**src/rtl/bemf_average.sv**
```systemverilog
// Per-axis BEMF burst averager: accumulates 13-bit ADC samples per axis burst and
// divides by the sample count with a serial restoring divider (rounded to nearest).
module bemf_average #(
    parameter int DATA_W   = 13,
    parameter int CNT_LOG2 = 6
) (
    input  logic                  clk_i,
    input  logic                  reset_i,
    input  logic                  sample_valid_i,
    input  logic [1:0]            sample_axis_i,
    input  logic [DATA_W-1:0]     sample_data_i,
    input  logic                  sample_last_i,
    input  logic [1:0]            addr_i,
    output logic [15:0]           data_rd_o,
    output logic [4*DATA_W-1:0]   avg_out_o,
    output logic                  update_o,
    output logic [1:0]            update_axis_o,
    output logic                  busy_o,
    input  logic                  err_clr_i
);

    localparam int ACC_W  = DATA_W + CNT_LOG2;
    localparam int CNT_W  = CNT_LOG2 + 1;
    localparam int REM_W  = CNT_W + 1;
    localparam int ITER_W = $clog2(ACC_W);
    localparam logic [CNT_W-1:0] CNT_FULL = CNT_W'(1 << CNT_LOG2);

    typedef enum logic [1:0] {
        ST_IDLE,
        ST_DIV,
        ST_WRITE
    } state_t;

    state_t              state_q, state_d;
    logic [ACC_W-1:0]    acc_q, acc_d;
    logic [CNT_W-1:0]    cnt_q, cnt_d;
    logic [1:0]          acc_axis_q, acc_axis_d;
    logic [ACC_W-1:0]    num_q, num_d;
    logic [CNT_W-1:0]    den_q, den_d;
    logic [REM_W-1:0]    rem_q, rem_d;
    logic [ITER_W-1:0]   iter_q, iter_d;
    logic [1:0]          div_axis_q, div_axis_d;
    logic                update_q, update_d;
    logic [1:0]          update_axis_q, update_axis_d;
    logic                axis_err_q, axis_err_d;
    logic                overrun_q, overrun_d;

    logic                axis_chg;
    logic                full;
    logic                accept;
    logic                burst_end;
    logic                load;
    logic                axis_err_set;
    logic                overrun_set;
    logic [ACC_W-1:0]    base_acc;
    logic [CNT_W-1:0]    base_cnt;
    logic [ACC_W-1:0]    sum_w;
    logic [CNT_W-1:0]    n_w;
    logic [REM_W-1:0]    trial;
    logic                trial_ge;
    logic                wr_en;
    logic [DATA_W-1:0]   quo_sat;
    logic [DATA_W-1:0]   rd_avg;

    // A sample for a different axis while a burst is open restarts the burst from empty.
    assign axis_chg  = sample_valid_i && (cnt_q != '0) && (sample_axis_i != acc_axis_q);
    assign burst_end = sample_valid_i && sample_last_i;

    always_comb begin
        base_acc     = axis_chg ? '0 : acc_q;
        base_cnt     = axis_chg ? '0 : cnt_q;
        full         = (base_cnt == CNT_FULL);
        sum_w        = full ? base_acc : base_acc + ACC_W'(sample_data_i);
        n_w          = full ? base_cnt : base_cnt + CNT_W'(1);
        accept       = sample_valid_i && !(full && !sample_last_i);
        acc_d        = acc_q;
        cnt_d        = cnt_q;
        acc_axis_d   = acc_axis_q;
        axis_err_set = 1'b0;
        if (sample_valid_i && (axis_chg || (full && !sample_last_i))) begin
            axis_err_set = 1'b1;
        end
        if (accept) begin
            acc_axis_d = sample_axis_i;
            if (sample_last_i) begin
                acc_d = '0;
                cnt_d = '0;
            end else begin
                acc_d = sum_w;
                cnt_d = n_w;
            end
        end
    end

    // The WRITE cycle still counts as busy, so a burst ending on it is an overrun.
    assign load        = burst_end && accept && (state_q == ST_IDLE);
    assign overrun_set = burst_end && (state_q != ST_IDLE);

    assign trial    = {rem_q[REM_W-2:0], num_q[ACC_W-1]};
    assign trial_ge = (trial >= {1'b0, den_q});
    assign quo_sat  = (|num_q[ACC_W-1:DATA_W]) ? {DATA_W{1'b1}} : num_q[DATA_W-1:0];

    always_comb begin
        state_d       = state_q;
        num_d         = num_q;
        den_d         = den_q;
        rem_d         = rem_q;
        iter_d        = iter_q;
        div_axis_d    = div_axis_q;
        update_d      = 1'b0;
        update_axis_d = 2'd0;
        wr_en         = 1'b0;
        unique case (state_q)
            ST_IDLE: begin
                if (load) begin
                    num_d      = sum_w + ACC_W'(n_w >> 1);
                    den_d      = n_w;
                    rem_d      = '0;
                    iter_d     = '0;
                    div_axis_d = sample_axis_i;
                    state_d    = ST_DIV;
                end
            end
            ST_DIV: begin
                // Quotient bits shift into the dividend register as its bits are consumed.
                rem_d  = trial_ge ? (trial - {1'b0, den_q}) : trial;
                num_d  = {num_q[ACC_W-2:0], trial_ge};
                iter_d = iter_q + ITER_W'(1);
                if (iter_q == ITER_W'(ACC_W - 1)) begin
                    state_d = ST_WRITE;
                end
            end
            ST_WRITE: begin
                wr_en         = 1'b1;
                update_d      = 1'b1;
                update_axis_d = div_axis_q;
                state_d       = ST_IDLE;
            end
            default: state_d = ST_IDLE;
        endcase
    end

    // A fresh error on the same edge as a clear keeps the flag set.
    assign axis_err_d = (axis_err_q && !err_clr_i) || axis_err_set;
    assign overrun_d  = (overrun_q && !err_clr_i) || overrun_set;

    always_ff @(posedge clk_i) begin
        if (reset_i) begin
            state_q       <= ST_IDLE;
            acc_q         <= '0;
            cnt_q         <= '0;
            acc_axis_q    <= '0;
            num_q         <= '0;
            den_q         <= '0;
            rem_q         <= '0;
            iter_q        <= '0;
            div_axis_q    <= '0;
            update_q      <= 1'b0;
            update_axis_q <= '0;
            axis_err_q    <= 1'b0;
            overrun_q     <= 1'b0;
        end else begin
            state_q       <= state_d;
            acc_q         <= acc_d;
            cnt_q         <= cnt_d;
            acc_axis_q    <= acc_axis_d;
            num_q         <= num_d;
            den_q         <= den_d;
            rem_q         <= rem_d;
            iter_q        <= iter_d;
            div_axis_q    <= div_axis_d;
            update_q      <= update_d;
            update_axis_q <= update_axis_d;
            axis_err_q    <= axis_err_d;
            overrun_q     <= overrun_d;
        end
    end

    for (genvar gi = 0; gi < 4; gi++) begin : g_avg
        logic [DATA_W-1:0] avg_q;
        always_ff @(posedge clk_i) begin
            if (reset_i) begin
                avg_q <= '0;
            end else if (wr_en && (div_axis_q == 2'(gi))) begin
                avg_q <= quo_sat;
            end
        end
        assign avg_out_o[gi*DATA_W +: DATA_W] = avg_q;
    end

    assign rd_avg        = avg_out_o[int'(addr_i)*DATA_W +: DATA_W];
    assign data_rd_o     = {overrun_q, axis_err_q, {(14-DATA_W){1'b0}}, rd_avg};
    assign update_o      = update_q;
    assign update_axis_o = update_axis_q;
    assign busy_o        = (state_q != ST_IDLE);

endmodule

```
**config.mk**
```make
export PLATFORM = sky130hd
export DESIGN_NAME = bemf_average
export DESIGN_NICKNAME = d
export VERILOG_FILES = /design/src/rtl/bemf_average.sv
export SDC_FILE = /design/constraint.sdc
export NUM_CORES = 1
export LEC_CHECK = 0
export CAP_MARGIN = 0
export CORE_MARGIN = 5
export CORE_UTILIZATION = 45
export CTS_CLUSTER_DIAMETER = 60
export DETAILED_ROUTE_END_ITERATION = 10
export PLACE_DENSITY = 0.72
export RECOVER_POWER = 100
export SYNTH_ARGS = -nofsm -noshare
export SYNTH_HDL_FRONTEND = slang
export SYNTH_SLANG_ARGS = --single-unit
```
**constraint.sdc**
```tcl
create_clock -name clk_i -period 11.4 [get_ports clk_i]
set_input_delay 2.85 -clock clk_i [delete_from_list [all_inputs] [get_ports clk_i]]
set_output_delay 2.85 -clock clk_i [all_outputs]
set_load 0.02 [all_outputs]
```
Yosys cells after proc, flatten, opt, wreduce, memory -nomap -nowiden --
Cells that the tools add are included.
Storage, ports and cells: bits in registers 127, input bits 22, output and inout port bits 72
Operators by class: add/subtract/negate cells 5, shift operators 1, $lt $le $gt $ge 1, reductions and logical operators 31, muxes and demuxes 19, multiply operators 1, eq/ne operators 10, bitwise gates (word level) 1
Operators with widths (number):
- $mux 19 | 4
- $shiftx 52x7->13 | 1
- $pmux 19 s2 | 1
- $mux 7 | 5
- $add 19x13->19 | 1
- $add 19x6->19 | 1
- $logic_and 1x1->1 | 15
- $pmux 7 s2 | 1
- $mux 13 | 1
- $pmux 5 s2 | 1
- $ge 8x7->1 | 1
- $add 7x1->7 const B | 1
- $eq 7x7->1 const B | 1
- $reduce_bool 7->1 | 1
- $sub 7x7->7 | 1
- $eq 2x2->1 const B | 3
- $mul 2x4->6 const B | 1
- $reduce_and 2->1 | 3
- $reduce_or 6->1 | 1
- $add 5x1->5 const B | 1
- $eq 5x5->1 const B | 1
- $mux 5 | 1
- $eq 2x1->1 const B | 2
- $logic_not 2->1 | 2
- other kinds (10) | 18

Depth between registers and ports, before layout --
word-level depth 12, gate-level depth with buffers 22

Least setup slack after synthesis --
Ideal clock, no wire load.
path type input to output, start input addr_i[0], end output data_rd_o[0], arrival 4.010 ns, stages 2, setup slack 4.540 ns, path buffers 1, cell sequence buf_1 mux4_2
Between the ends: longest elaborated chain between the ends 2
RTL lines:
- start, declared | line 13 | input logic [1:0] addr_i,
- $mul 2x4->6 | line 191 | assign rd_avg = avg_out_o[int'(addr_i)*DATA_W +: DATA_W];
- $shiftx 52x7->13 | line 191
- end, declared | line 14 | output logic [15:0] data_rd_o,
Every way passes these cells.

Worst setup path in the final report --
start input addr_i[0], end output data_rd_o[5]
Same word-level chain as after synthesis.

==> flow_metrics.py <==
metrics = {
    "floorplan": {
        "initial_core_util": 0.456,
        "die_width_um": 136,
        "ios": 94,
        "num_rows": 46,
        "dieArea_um2": 18600,
        "fp.dieH_um": 136,
        "core_ar_um2": 15800,
    },
    "finish": {
        "design_area_um2": 8790,
        "area_of_the_multi_input_gates_um2": 4300,
        "final.fill_count": 1491,
        "mostFrequentLayoutCells": "sky130_fd_sc_hd__nor2_1, sky130_fd_sc_hd__dfxtp_1, sky130_fd_sc_hd__nand2_1",
        "ratio_of_cells_with_drive_above_1_in_the_final_layout": 0.0752,
        "area.sequential_um2": 2540,
        "final_nets": 973,
        "flow.area_growth_from_synthesis_pct": 22.3,
        "antenna_cells": 0,
    },
    "clock_network": {
        "cts.path.max_buffers": 2,
        "cts_tree": "yes",
        "tritoncts_num_sinks": 127,
        "clk_root_buffer_cell": "sky130_fd_sc_hd__clkbuf_16",
        "cts_setup_buffers": 0,
        "cts_hold_bufs": 0,
        "cts.clk_slew.worst_paths_ns": 0.05,
        "cts_repair_resize_count": 0,
        "cts_buffers": 17,
        "htree_num_levels": 4,
        "clk-insertion-delay-late_ns": 0.42,
    },
    "route": {
        "ant_nets": 0,
        "initialDrtViolationCount": 443,
        "wirelength_um": 18200,
        "via_count": 6360,
        "detail_route.first_pass.iterations": 5,
        "mean_routed_wirelength_per_cell_um": 15.9,
        "drcViolationCount": 0,
        "via_density": 5.54,
    },
    "global_route": {
        "gr-total-overflow": 0,
        "grt_max_degree": 89,
        "grt_util_all_layers": 0.200,
        "first_pass_grt_wire_length_um": 30300,
        "antenna_found_initial": 0,
        "first_global_vias": 6091,
    },
    "worst_setup_path": {
        "worst-r2r-setup-slack_ns": 6.51,
        "crit_required_ns": 8.55,
        "worst_r2r_endpoint": "num_q[17]",
        "timing.critical_path.arrival_ns": 5.23,
        "timing.critical_path.to_type": "output port",
        "rr_startpoint": "cnt_q[2]",
        "r2r.worst_path.cells": 19,
        "path_max_fanout": 13,
        "type_of_element_launching_the_critical_path": "input pin",
        "worstSetupPathType": "in2out",
    },
    "synthesis": {
        "syn-mean-instance-area_um2": 8.39,
        "ys.flop_type": "sky130_fd_sc_hd__dfxtp_1",
        "syn-cell-area_um2": 7190,
        "library_cells_used_by_synthesis": 73,
        "asyncSetResetFlopFracSynth": 0,
        "synth_fp_nets": 912,
        "synthCells": 857,
        "yosys_register_bits": 127,
        "number_of_synthesized_flops_with_an_enable_pin": 0,
        "seq_area_frac_synth": 0.354,
        "synth_warnings": 0,
    },
    "place": {
        "post_dp_cell_area_um2": 8200,
        "post-dp-hpwl_um": 13100,
        "dpl_worst_slack_ns": 3.46,
        "globalplace.congestion": 0.868,
        "buffer_ports.inserted": 92,
    },
    "power": {
        "pwr-share-seq": 0.389,
        "power.net_switching_w": 0.000330,
        "power-per-cell-area_nw_per_um2": 137,
        "comb_power_share": 0.148,
        "power.leakage_nw": 3.37,
        "power_switching_share": 0.274,
        "power.share.clock": 0.464,
        "ir_drop_v": 0.000132,
        "p_int_w": 0.000873,
    },
    "sta": {
        "final-setup-viol-count": 0,
        "worst_slack_ns": 3.32,
        "finalHoldViolations": 0,
        "rsz_0062_raised_after_global_routing": "no",
        "finalWorstPathRequiredPeriod_ns": 8.08,
        "clock_skew_ns": 0.00667,
        "count_of_final_max_slew_check_failures": 194,
        "tightest_slew_ns": 3.75,
        "totalNegativeSetupSlack_ns": 0,
        "hold_ws_ns": 0.455,
        "timing.max_slew.rel_slack": -1.50,
        "achievable-frequency_ghz": 0.124,
        "fin_crit_sh": 0.709,
    },
    "run": {
        "max_cap_violations": 4,
    },
    "worst_hold_path": {
        "source_of_the_worst_hold_timing_path": "den_q[3]",
        "holdCritPathClass": "reg2reg",
        "min_delay_path_depth": 2,
        "whs_endpoint": "den_q[3]",
    },
    "run_status": {
        "outcome": "complete, but fails checks",
        "failed_checks": "max-capacitance violations, max-slew violations",
    },
}
critical path: stages:
cell and delay [ns]:
sky130_fd_sc_hd__dlygate4sd3_1 1.12, sky130_fd_sc_hd__mux4_2 0.58, sky130_fd_sc_hd__dlygate4sd3_1 0.67
metal layers:
layer  global-route usage  wire length, um  share of wire  vias up
met2                0.326             8670           0.48      137
met5                    0                0              0        -
met3               0.0389              793          0.044       29
met1                0.266             8390           0.46     2989
li1                     -                -              -     3205
met4               0.0661              380          0.021        0
cells by family (layout without fill, tap and decap cells):
group,after synthesis,after routing,share of synthesized area
AND/OR/NAND/NOR,323,323,0.216
AO/OA/AOI/OAI,234,234,0.225
flip-flops,127,127,0.354
buffers and inverters,84,158,0.0472
XOR/XNOR,35,35,0.0426
adder cells (fa/ha/maj),33,33,0.0606
multiplexers,20,20,0.0541
other,1,1,0.000522
synth_stat cells (all sizes together) (9+ instances only):
cell / n / area, um^2
mux4: 13 / 293
and3: 10 / 62.6
a21oi: 68 / 344
nor2b: 9 / 56.3
nor3: 11 / 60.1
a21o: 12 / 90.1
ha: 30 / 375
nor2: 128 / 497
nand2: 77 / 289
dfxtp: 127 / 2540
xnor2: 21 / 184
xor2: 14 / 123
and2: 18 / 113
a211oi: 61 / 468
nand3: 27 / 158
o21ai: 18 / 90.1
clkbuf: 46 / 174
inv: 27 / 101
buf: 11 / 63.8
o211ai: 13 / 103
a22oi: 25 / 188
area by class of cell:
type | count | share of cell area
tap | 216 | 0.0308
clock buffer | 18 | 0.0488
multi-input combinational | 646 | 0.489
timing repair buffer | 99 | 0.109
inverter | 27 | 0.0115
clock inverter | 14 | 0.0211
sequential | 127 | 0.289
registers in the layout (all words and copies together) (netlist names):
register,cells
axis_err_q,1
state_q,2
acc_q,19
acc_axis_q,2
update_axis_o,2
update_o,1
num_q,19
rem_q,7
den_q,7
cnt_q,7
g_avg.avg_q,52
iter_q,5
overrun_q,1
div_axis_q,2
through the flow:
step	std cells	power (W)	utilization
2_1_floorplan	857	0.000611	-
3_3_place_gp	1115	0.000651	0.520
3_5_place_dp	1115	0.000653	0.520
4_1_cts	1147	0.00121	0.559
5_1_grt	1147	0.00126	0.557
6_report	1147	0.00120	0.557
worst max-delay path by stage:
stage,start,to
6_report,addr_i[0],data_rd_o[5]
5_1_grt,addr_i[0],data_rd_o[2]
4_1_cts,addr_i[0],data_rd_o[5]
3_5_place_dp,addr_i[0],data_rd_o[5]
3_3_place_gp,addr_i[0],data_rd_o[10]
2_1_floorplan,addr_i[0],data_rd_o[0]
power groups by stage:
stage          clock, W  sequential (W)  combinational [W]
3_5_place_dp          0        0.000476           0.000177
6_report       0.000558        0.000467           0.000178
5_1_grt        0.000589        0.000469           0.000201
2_1_floorplan         0        0.000473           0.000138
3_3_place_gp          0        0.000476           0.000175
4_1_cts        0.000567        0.000467           0.000178
Power figures use the tool's default switching activity.
